File: src/rtl/instr_encoder.sv
// instr_encoder: accepts instruction descriptors over a valid/ready handshake,
// encodes each legal one into a 32-bit machine word and writes it into
// instruction memory at a sequential word address. The load stops on the
// Last descriptor, when memory is filled, or on an illegal mnemonic that is
// also marked Last.
module instr_encoder #(
  parameter int IMEM_AW = 8
) (
  input  logic               clk,
  input  logic               reset,
  input  logic               InValid,
  output logic               InReady,
  input  logic [3:0]         Mnemonic,
  input  logic [4:0]         Rs,
  input  logic [4:0]         Rt,
  input  logic [4:0]         Rd,
  input  logic [15:0]        Imm,
  input  logic               Last,
  output logic               ImemWE,
  output logic [IMEM_AW-1:0] ImemAddr,
  output logic [31:0]        ImemWD,
  output logic [IMEM_AW:0]   Count,
  output logic               Done,
  output logic               Full,
  output logic               Error
);

  typedef enum logic [1:0] {
    IDLE  = 2'd0,
    WRITE = 2'd1,
    DONE  = 2'd2
  } state_t;

  localparam logic [IMEM_AW-1:0] PTR_ONE   = {{(IMEM_AW-1){1'b0}}, 1'b1};
  localparam logic [IMEM_AW-1:0] PTR_MAX   = {IMEM_AW{1'b1}};
  localparam logic [IMEM_AW:0]   COUNT_ONE = {{IMEM_AW{1'b0}}, 1'b1};

  state_t             state_r;
  logic [IMEM_AW-1:0] ptr_r;
  logic [IMEM_AW:0]   count_r;
  logic               last_r;
  logic               ready_r;
  logic               we_r;
  logic [31:0]        wd_r;
  logic               done_r;
  logic               full_r;
  logic               error_r;
  logic               xfer_s;

  // Mnemonics 0..10 are defined; 11..15 are rejected.
  function automatic logic isLegal(input logic [3:0] mnem);
    isLegal = (mnem <= 4'd10);
  endfunction

  // Builds the machine word. Only the fields a format actually uses are
  // placed, so stray Rd/Imm (R-type) or Rd (I-type) cannot leak in.
  function automatic logic [31:0] encodeWord(
    input logic [3:0]  mnem,
    input logic [4:0]  rs,
    input logic [4:0]  rt,
    input logic [4:0]  rd,
    input logic [15:0] imm
  );
    logic [31:0] word;
    word = 32'h0000_0000;
    case (mnem)
      4'd0:    word = {6'b000000, rs, rt, rd, 5'b00000, 6'b100000}; // ADD
      4'd1:    word = {6'b000000, rs, rt, rd, 5'b00000, 6'b100010}; // SUB
      4'd2:    word = {6'b000000, rs, rt, rd, 5'b00000, 6'b100100}; // AND
      4'd3:    word = {6'b000000, rs, rt, rd, 5'b00000, 6'b100101}; // OR
      4'd4:    word = {6'b000000, rs, rt, rd, 5'b00000, 6'b000000}; // ANN
      4'd5:    word = {6'b000000, rs, rt, rd, 5'b00000, 6'b111111}; // WGHT
      4'd6:    word = {6'b100011, rs, rt, imm};                     // LW
      4'd7:    word = {6'b101011, rs, rt, imm};                     // SW
      4'd8:    word = {6'b000100, rs, 5'b00000, imm};               // BEQZ
      4'd9:    word = {6'b001000, rs, rt, imm};                     // ADDI
      4'd10:   word = {6'b001001, rs, rt, imm};                     // SUBI
      default: word = 32'h0000_0000;
    endcase
    encodeWord = word;
  endfunction

  // A transfer needs the encoder to be in IDLE, which is what ready_r tracks.
  assign xfer_s = InValid & ready_r;

  // Load FSM: captures the encoded descriptor on transfer, strobes it for one
  // cycle, then advances pointer/count and decides whether loading continues.
  always_ff @(posedge clk) begin
    if (reset) begin
      state_r <= IDLE;
      ptr_r   <= {IMEM_AW{1'b0}};
      count_r <= {(IMEM_AW+1){1'b0}};
      last_r  <= 1'b0;
      ready_r <= 1'b1;
      we_r    <= 1'b0;
      wd_r    <= 32'h0000_0000;
      done_r  <= 1'b0;
      full_r  <= 1'b0;
      error_r <= 1'b0;
    end else begin
      case (state_r)
        IDLE: begin
          if (xfer_s) begin
            if (isLegal(Mnemonic)) begin
              // Strobe goes high in the cycle right after the transfer edge.
              state_r <= WRITE;
              ready_r <= 1'b0;
              we_r    <= 1'b1;
              wd_r    <= encodeWord(Mnemonic, Rs, Rt, Rd, Imm);
              last_r  <= Last;
            end else begin
              // Illegal: no write, pointer and count untouched.
              error_r <= 1'b1;
              if (Last) begin
                state_r <= DONE;
                ready_r <= 1'b0;
                done_r  <= 1'b1;
              end else begin
                state_r <= IDLE;
                ready_r <= 1'b1;
              end
            end
          end else begin
            state_r <= IDLE;
            ready_r <= 1'b1;
          end
        end
        WRITE: begin
          we_r    <= 1'b0;
          wd_r    <= 32'h0000_0000;
          count_r <= count_r + COUNT_ONE;
          if (ptr_r == PTR_MAX) begin
            // Top word written: pointer holds instead of wrapping.
            full_r  <= full_r | ~last_r;
            state_r <= DONE;
            ready_r <= 1'b0;
            done_r  <= 1'b1;
          end else begin
            ptr_r <= ptr_r + PTR_ONE;
            if (last_r) begin
              state_r <= DONE;
              ready_r <= 1'b0;
              done_r  <= 1'b1;
            end else begin
              state_r <= IDLE;
              ready_r <= 1'b1;
            end
          end
        end
        DONE: begin
          // Terminal until reset.
          state_r <= DONE;
          ready_r <= 1'b0;
          we_r    <= 1'b0;
          wd_r    <= 32'h0000_0000;
          done_r  <= 1'b1;
        end
        default: begin
          state_r <= IDLE;
          ready_r <= 1'b1;
          we_r    <= 1'b0;
          wd_r    <= 32'h0000_0000;
        end
      endcase
    end
  end

  assign InReady  = ready_r;
  assign ImemWE   = we_r;
  assign ImemWD   = wd_r;
  assign ImemAddr = ptr_r;
  assign Count    = count_r;
  assign Done     = done_r;
  assign Full     = full_r;
  assign Error    = error_r;

endmodule

File: config.mk
export PLATFORM = sky130hd
export DESIGN_NAME = instr_encoder
export DESIGN_NICKNAME = d
export VERILOG_FILES = /design/src/rtl/instr_encoder.sv
export SDC_FILE = /design/constraint.sdc
export NUM_CORES = 1
export LEC_CHECK = 0
export BUFFER_PORTS_ARGS = -buffer_cell sky130_fd_sc_hd__buf_2
export CAP_MARGIN = 25
export CORE_ASPECT_RATIO = 1.75
export CORE_MARGIN = 1
export CORE_UTILIZATION = 52
export CTS_CLUSTER_DIAMETER = 50
export DETAILED_ROUTE_END_ITERATION = 16
export GPL_TIMING_DRIVEN = 0
export HOLD_SLACK_MARGIN = 0.03
export MAX_ROUTING_LAYER = met4
export PLACE_DENSITY = 0.84
export SLEW_MARGIN = 30
export SYNTH_ARGS = -nofsm -noshare
export SYNTH_HDL_FRONTEND = slang
export SYNTH_SLANG_ARGS = --single-unit
File: constraint.sdc
create_clock -name clk -period 3.5 [get_ports clk]
set_input_delay 0.35 -clock clk [delete_from_list [all_inputs] [get_ports clk]]
set_output_delay 0.35 -clock clk [all_outputs]
set_load 0.01 [all_outputs]
==> results of run 1 <==
==> cell usage after synthesis (2+ instances only) <==
master and number:
a211oi_1 2, a21o_1 2, a21oi_1 29, a221oi_1 6
a31oi_1 3, and2_1 2, and3_1 3, buf_2 3
buf_4 6, buf_6 3, clkbuf_1 4, dfxtp_1 55
ha_1 2, inv_1 4, mux2i_1 4, nand2_1 37
nand2b_1 2, nand3_1 8, nand3b_1 10, nand4_1 5
nor2_1 34, nor2b_1 3, nor3_1 6, o21ai_0 13
o22ai_1 2, xnor2_1 3, xor2_1 7
==> logic make-up (layout without fill, tap and decap cells) <==
family                   count (synthesis)  after routing  share of synthesized area, %
other                                    1              1                         0.156
buffers and inverters                   22            119                          5.93
AND/OR/NAND/NOR                        115            115                          22.8
multiplexers                             4              4                          1.66
adder cells (fa/ha/maj)                  2              2                          1.04
flip-flops                              55             55                          45.8
AO/OA/AOI/OAI                           71             71                          19.0
XOR/XNOR                                10             10                          3.64
==> report_power, final <==
| group | switching (µW) | internal [µW] | total [µW] |
|---|---|---|---|
| registers | 19.0 | 658 | 677 |
| clock network | 210 | 217 | 427 |
| logic | 123 | 91.5 | 214 |
| total | 352 | 967 | 1320 |
==> how the worst max path moves through the flow <==
stage / start / to / slack [ns] / depth (start not counted)
floorplan: ImemAddr[0] / ImemAddr[6] / 2.04 / 5
global placement: Mnemonic[1] / ImemWD[15] / 1.76 / 5
detailed placement: Mnemonic[1] / ImemWD[6] / 1.74 / 5
CTS: ImemAddr[0] / ImemAddr[6] / 1.88 / 5
global route: ImemAddr[0] / ImemAddr[6] / 1.77 / 5
finish: ImemAddr[0] / ImemAddr[6] / 1.89 / 5
==> layout make-up <==
cell class | count | area (µm²)
Clock buffer | 5 | 68.8
Multi-Input combinational cell | 203 | 1160
Timing Repair Buffer | 89 | 445
Buffer | 18 | 128
Sequential cell | 55 | 1100
Clock inverter | 3 | 47.5
Tap cell | 51 | 63.8
Inverter | 4 | 15.0
Fill cell | 396 | 1370
==> per-layer routing <==
layer	vias up	routed length (µm)	GRT usage, %
met5	-	0	-
met3	6	335	4.64
met4	0	80	7.24
met2	76	3200	48.4
li1	1165	-	-
met1	1067	2070	26.3
==> critical path, stage by stage (launching register included) <==
cell and delay (ns):
dfxtp_1 0.41, ha_1 0.26, nand3_1 0.15, nor3b_2 0.33, a31oi_1 0.13, a311oi_1 0.24
==> sequential cells by signal, indices dropped and copies added, names as in the netlist <==
| signal | cells |
|---|---|
| state_r | 2 |
| ImemAddr | 8 |
| Done | 1 |
| ImemWD | 30 |
| ImemWE | 1 |
| Count | 9 |
| Full | 1 |
| Error | 1 |
| last_r | 1 |
| InReady | 1 |
==> metrics by stage <==
stage | setup WS [ns] | power, µW | util, % | hold slack (ns) | area, µm²
after floorplan | 2.04 | 823 | - | 0.422 | 2410
after global placement | 1.76 | 900 | 66.2 | 0.435 | 2920
after detailed placement | 1.74 | 906 | 66.2 | 0.440 | 2920
after CTS | 1.88 | 1330 | 68.8 | 0.245 | 3030
after global routing | 1.77 | 1380 | 68.8 | 0.262 | 3030
final | 1.89 | 1320 | 68.8 | 0.254 | 3030
==> qor.txt, run 1 <==
Max H-tree Level - 2
clk sinks - 55
post-synthesis area per instance - 8.59 µm²
Crit. End Element - flip-flop
Routed WL - 5.69 mm
status - complete, no violations
Synth cell types - 49
LEAKAGE - 0.00139 µW
Cell Area, Synth - 0.00241 mm²
worst skew pair latency - 0.31 ns
Root Driver - clkbuf_8
DIE HEIGHT - 92.0 µm
Worst R2R End - ImemAddr[6]
initial antenna violation count - 0
Die Width - 53.4 µm
diode count - 0
YS warnings - 0
Synth top area share - 45.8%
P per Cell Area - 435 mW/mm²
die area - 0.00491 mm²
Antenna Nets Post-Route - 0
clock transition at the registers of the reported paths - 0.09 ns
core area - 0.00440 mm²
DR vias - 2,314
Final nets - 417
R2R setup slack - 1.89 ns
Boundary Pins - 93
Worst Path Required - 3.72 ns
Via density - 5.41
gpl congestion - 0.960
most common cell after layout, fill and taps aside - buf_2
Critical Path Source Type - flip-flop
first-pass GRT wire length - 9.54 mm
Slew HR - 43.7%
initial drt markers - 48
CTS Buffer Depth - 2
grt ovf - 0
Tmin final - 1.61 ns
Synth Flop Type - dfxtp_1
actual slew at the worst max-slew pin - 0.845 ns
Hold WC Path Type - in -> reg
CP Data Arrival Time - 1.83 ns
#FFs+latches synth - 55
hold buffers post-CTS - 0
setup TNS - 0 ns
DP Wirelength - 4.43 mm
effective utilization at floorplan - 54.6%
fmax - 0.620 GHz
Worst R2R Path Depth - 5
worst vdd ir - 0.387 mV
I/O Buffers - 89
CTS tree - done
ys async rst share - 0%
largest area contributor in the netlist - dfxtp_1
synth top area cells - dfxtp_1 (46%), a21oi_1 (6.0%), nand2_1 (5.8%), nor2_1 (5.3%), nand3b_1 (3.1%)
Area growth, synth to finish - 26.0%
Worst R2R Start - ImemAddr[0]
Max Slew Vio Count - 0
GRT Total Usage - 26.1%
vias in the first global route - 2,211
EDFF count, synth - 0
post-synthesis sequential area ratio - 45.8%
clock skew - 0.00888 ns
CTS buffer count - 5
PostCTS Resize Cnt - 0
RSZ-0062 raised after global routing - false
Post-Synthesis Net Count - 321
Cell Count, Final, Fillers Out - 428
Hold Path Origin - Last
post-DR wirelength/cell - 13.3 µm
crit-path max FO - 5
Mapped Cells - 280
Post-route DRC - 0
Placed Cells - 420
WHS Endpoint - InReady
FP Rows - 32
Hold Vio Cnt, Final - 0
largest net degree at the start of global routing - 19
layout cell share with drive strength beyond 1 - 31.0%
maxcap violations - 0
worst hold path depth - 2
Post-CTS Setup Inserts - 0
most frequent cells in the layout - buf_2 (92), dfxtp_1 (55), nand2_1 (37)
DR pass1 iterations - 4
Final period util - 46.1%
Finish-stage setup viols - 0
critical path type - reg -> reg
(Power assumes the default switching activity.)
==> run 2: changes to the inputs <==
--- a/config.mk
+++ b/config.mk
@@ -9,13 +9,13 @@
 export CAP_MARGIN = 25
 export CORE_ASPECT_RATIO = 1.75
 export CORE_MARGIN = 1
-export CORE_UTILIZATION = 52
+export CORE_UTILIZATION = 48
 export CTS_CLUSTER_DIAMETER = 50
 export DETAILED_ROUTE_END_ITERATION = 16
 export GPL_TIMING_DRIVEN = 0
 export HOLD_SLACK_MARGIN = 0.03
 export MAX_ROUTING_LAYER = met4
-export PLACE_DENSITY = 0.84
+export PLACE_DENSITY = 0.79
 export SLEW_MARGIN = 30
 export SYNTH_ARGS = -nofsm -noshare
 export SYNTH_HDL_FRONTEND = slang
==> constraint.sdc (replaced) <==
create_clock -name clk -period 1.5 [get_ports clk]
set_input_delay 0.15 -clock clk [delete_from_list [all_inputs] [get_ports clk]]
set_output_delay 0.15 -clock clk [all_outputs]
set_load 0.01 [all_outputs]
==> qor.txt, run 2 (synthesis gave the netlist of run 1 again) <==
crit-path max FO - 10
Boundary Pins - 93
Hold WC Path Type - in -> reg
most frequent cells in the layout - buf_2 (92), dfxtp_1 (51), nand2_1 (37)
Placed Cells - 421
grt ovf - 0
clock transition at the registers of the reported paths - 0.11 ns
I/O Buffers - 89
fin area - 0.00308 mm²
clock skew - 0.0104 ns
CTS Buffer Depth - 2
worst vdd ir - 0.936 mV
FP Rows - 33
CTS tree - done
Hold Vio Cnt, Final - 0
actual slew at the worst max-slew pin - 0.828 ns
most common cell after layout, fill and taps aside - buf_2
maxcap violations - 0
layout cell share with drive strength beyond 1 - 33.4%
Layout fillers - 441
Max Slew Vio Count - 0
DR pass1 iterations - 5
max reg flops - 30
Finish-stage setup viols - 0
Crit. End Element - flip-flop
crit path buf inv count - 1
CP Data Arrival Time - 1.66 ns
Die Width - 55.5 µm
Area growth, synth to finish - 28.0%
Post-route DRC - 0
DR vias - 2,381
cell family with most CP delay - simple AND/OR/NAND/NOR gates
Tmin final - 1.41 ns
crit path cell chain - or3_1 > clkbuf_1 > nor2_1 > o2bb2ai_1
LEAKAGE - 0.00140 µW
post-DR wirelength/cell - 13.6 µm
status - complete, no violations
vias in the first global route - 2,106
core area - 0.00475 mm²
Final period util - 93.7%
DP Wirelength - 4.36 mm
Worst path slowest cell - dfxtp_1
DIE HEIGHT - 95.7 µm
Area after DPL - 0.00292 mm²
initial drt markers - 120
GRT Total Usage - 22.5%
worst hold slack - 0.0372 ns
critical path type - reg -> reg
Cell Count, Final, Fillers Out - 432
fmax - 0.712 GHz
effective utilization at floorplan - 50.7%
Worst Path Required - 1.76 ns
critical path's largest stage delay - 0.41 ns
gpl congestion - 0.886
hold buffers post-CTS - 0
worst skew pair latency - 0.32 ns
Routed WL - 5.88 mm
Critical Path Source Type - flip-flop
clk sinks - 55
diode count - 0
Antenna Nets Post-Route - 0
Via density - 5.51
largest net degree at the start of global routing - 19
Final nets - 420
P per Cell Area - 949 mW/mm²
die area - 0.00531 mm²
initial antenna violation count - 0
CTS buffer count - 5
Root Driver - clkbuf_8
Max H-tree Level - 2
Slew HR - 44.8%
first-pass GRT wire length - 9.25 mm
## run 2: final timing paths
path | from | endpoint | slack [ns] | cells after the start
setup / recovery | state_r[1] | ImemWD[5] | 0.09 | 4
hold / removal | Last | InReady | 0.04 | 2
setup reg to reg | state_r[1] | ImemWD[5] | 0.09 | 4
hold reg to reg | ImemWD[18] | ImemWD[18] | 0.45 | 2
## run 2: final cells by class
| type | instances | area, µm² | area share (%) |
|---|---|---|---|
| buffer | 18 | 129 | 4.18 |
| tap | 52 | 65.1 | 2.11 |
| clock inverter | 3 | 25.0 | 0.812 |
| inverter | 4 | 15.0 | 0.487 |
| clock buffer | 5 | 68.8 | 2.23 |
| multi-input combinational | 203 | 1200 | 39.0 |
| sequential | 55 | 1110 | 36.0 |
| timing repair buffer | 92 | 468 | 15.2 |
## run 2: per-layer routing
metal | up-vias | GRT usage [%] | routed length (µm)
li1 | 1176 | - | -
met1 | 1108 | 22.3 | 2250
met2 | 89 | 42.7 | 3190
met3 | 8 | 4.21 | 342
met4 | 0 | 9.17 | 95
met5 | - | - | 0
## run 2: stage by stage
stage	setup slack, ns	util [%]	TNS (ns)	power (µW)
final	0.0947	64.9	0	2920
after global routing	-0.0350	64.9	-0.0523	3060
after CTS	0.00466	64.2	0	2940
after detailed placement	-0.0952	61.4	-0.605	2110
after global placement	-0.0525	61.4	-0.437	2100
after floorplan	0.0385	-	0	1920
## run 2: repair_timing
action                                  4_1_cts  5_1_grt
resized for setup                             5        7
cloned                                        0        0
endpoints found under the setup margin        5       15
setup buffers                                 2        1
pin swaps                                     1        3
## run 2: power by group
group | switching [µW] | internal (µW) | total [µW]
clock | 504 | 335 | 839
sequential | 45.5 | 1540 | 1580
combinational | 287 | 217 | 504
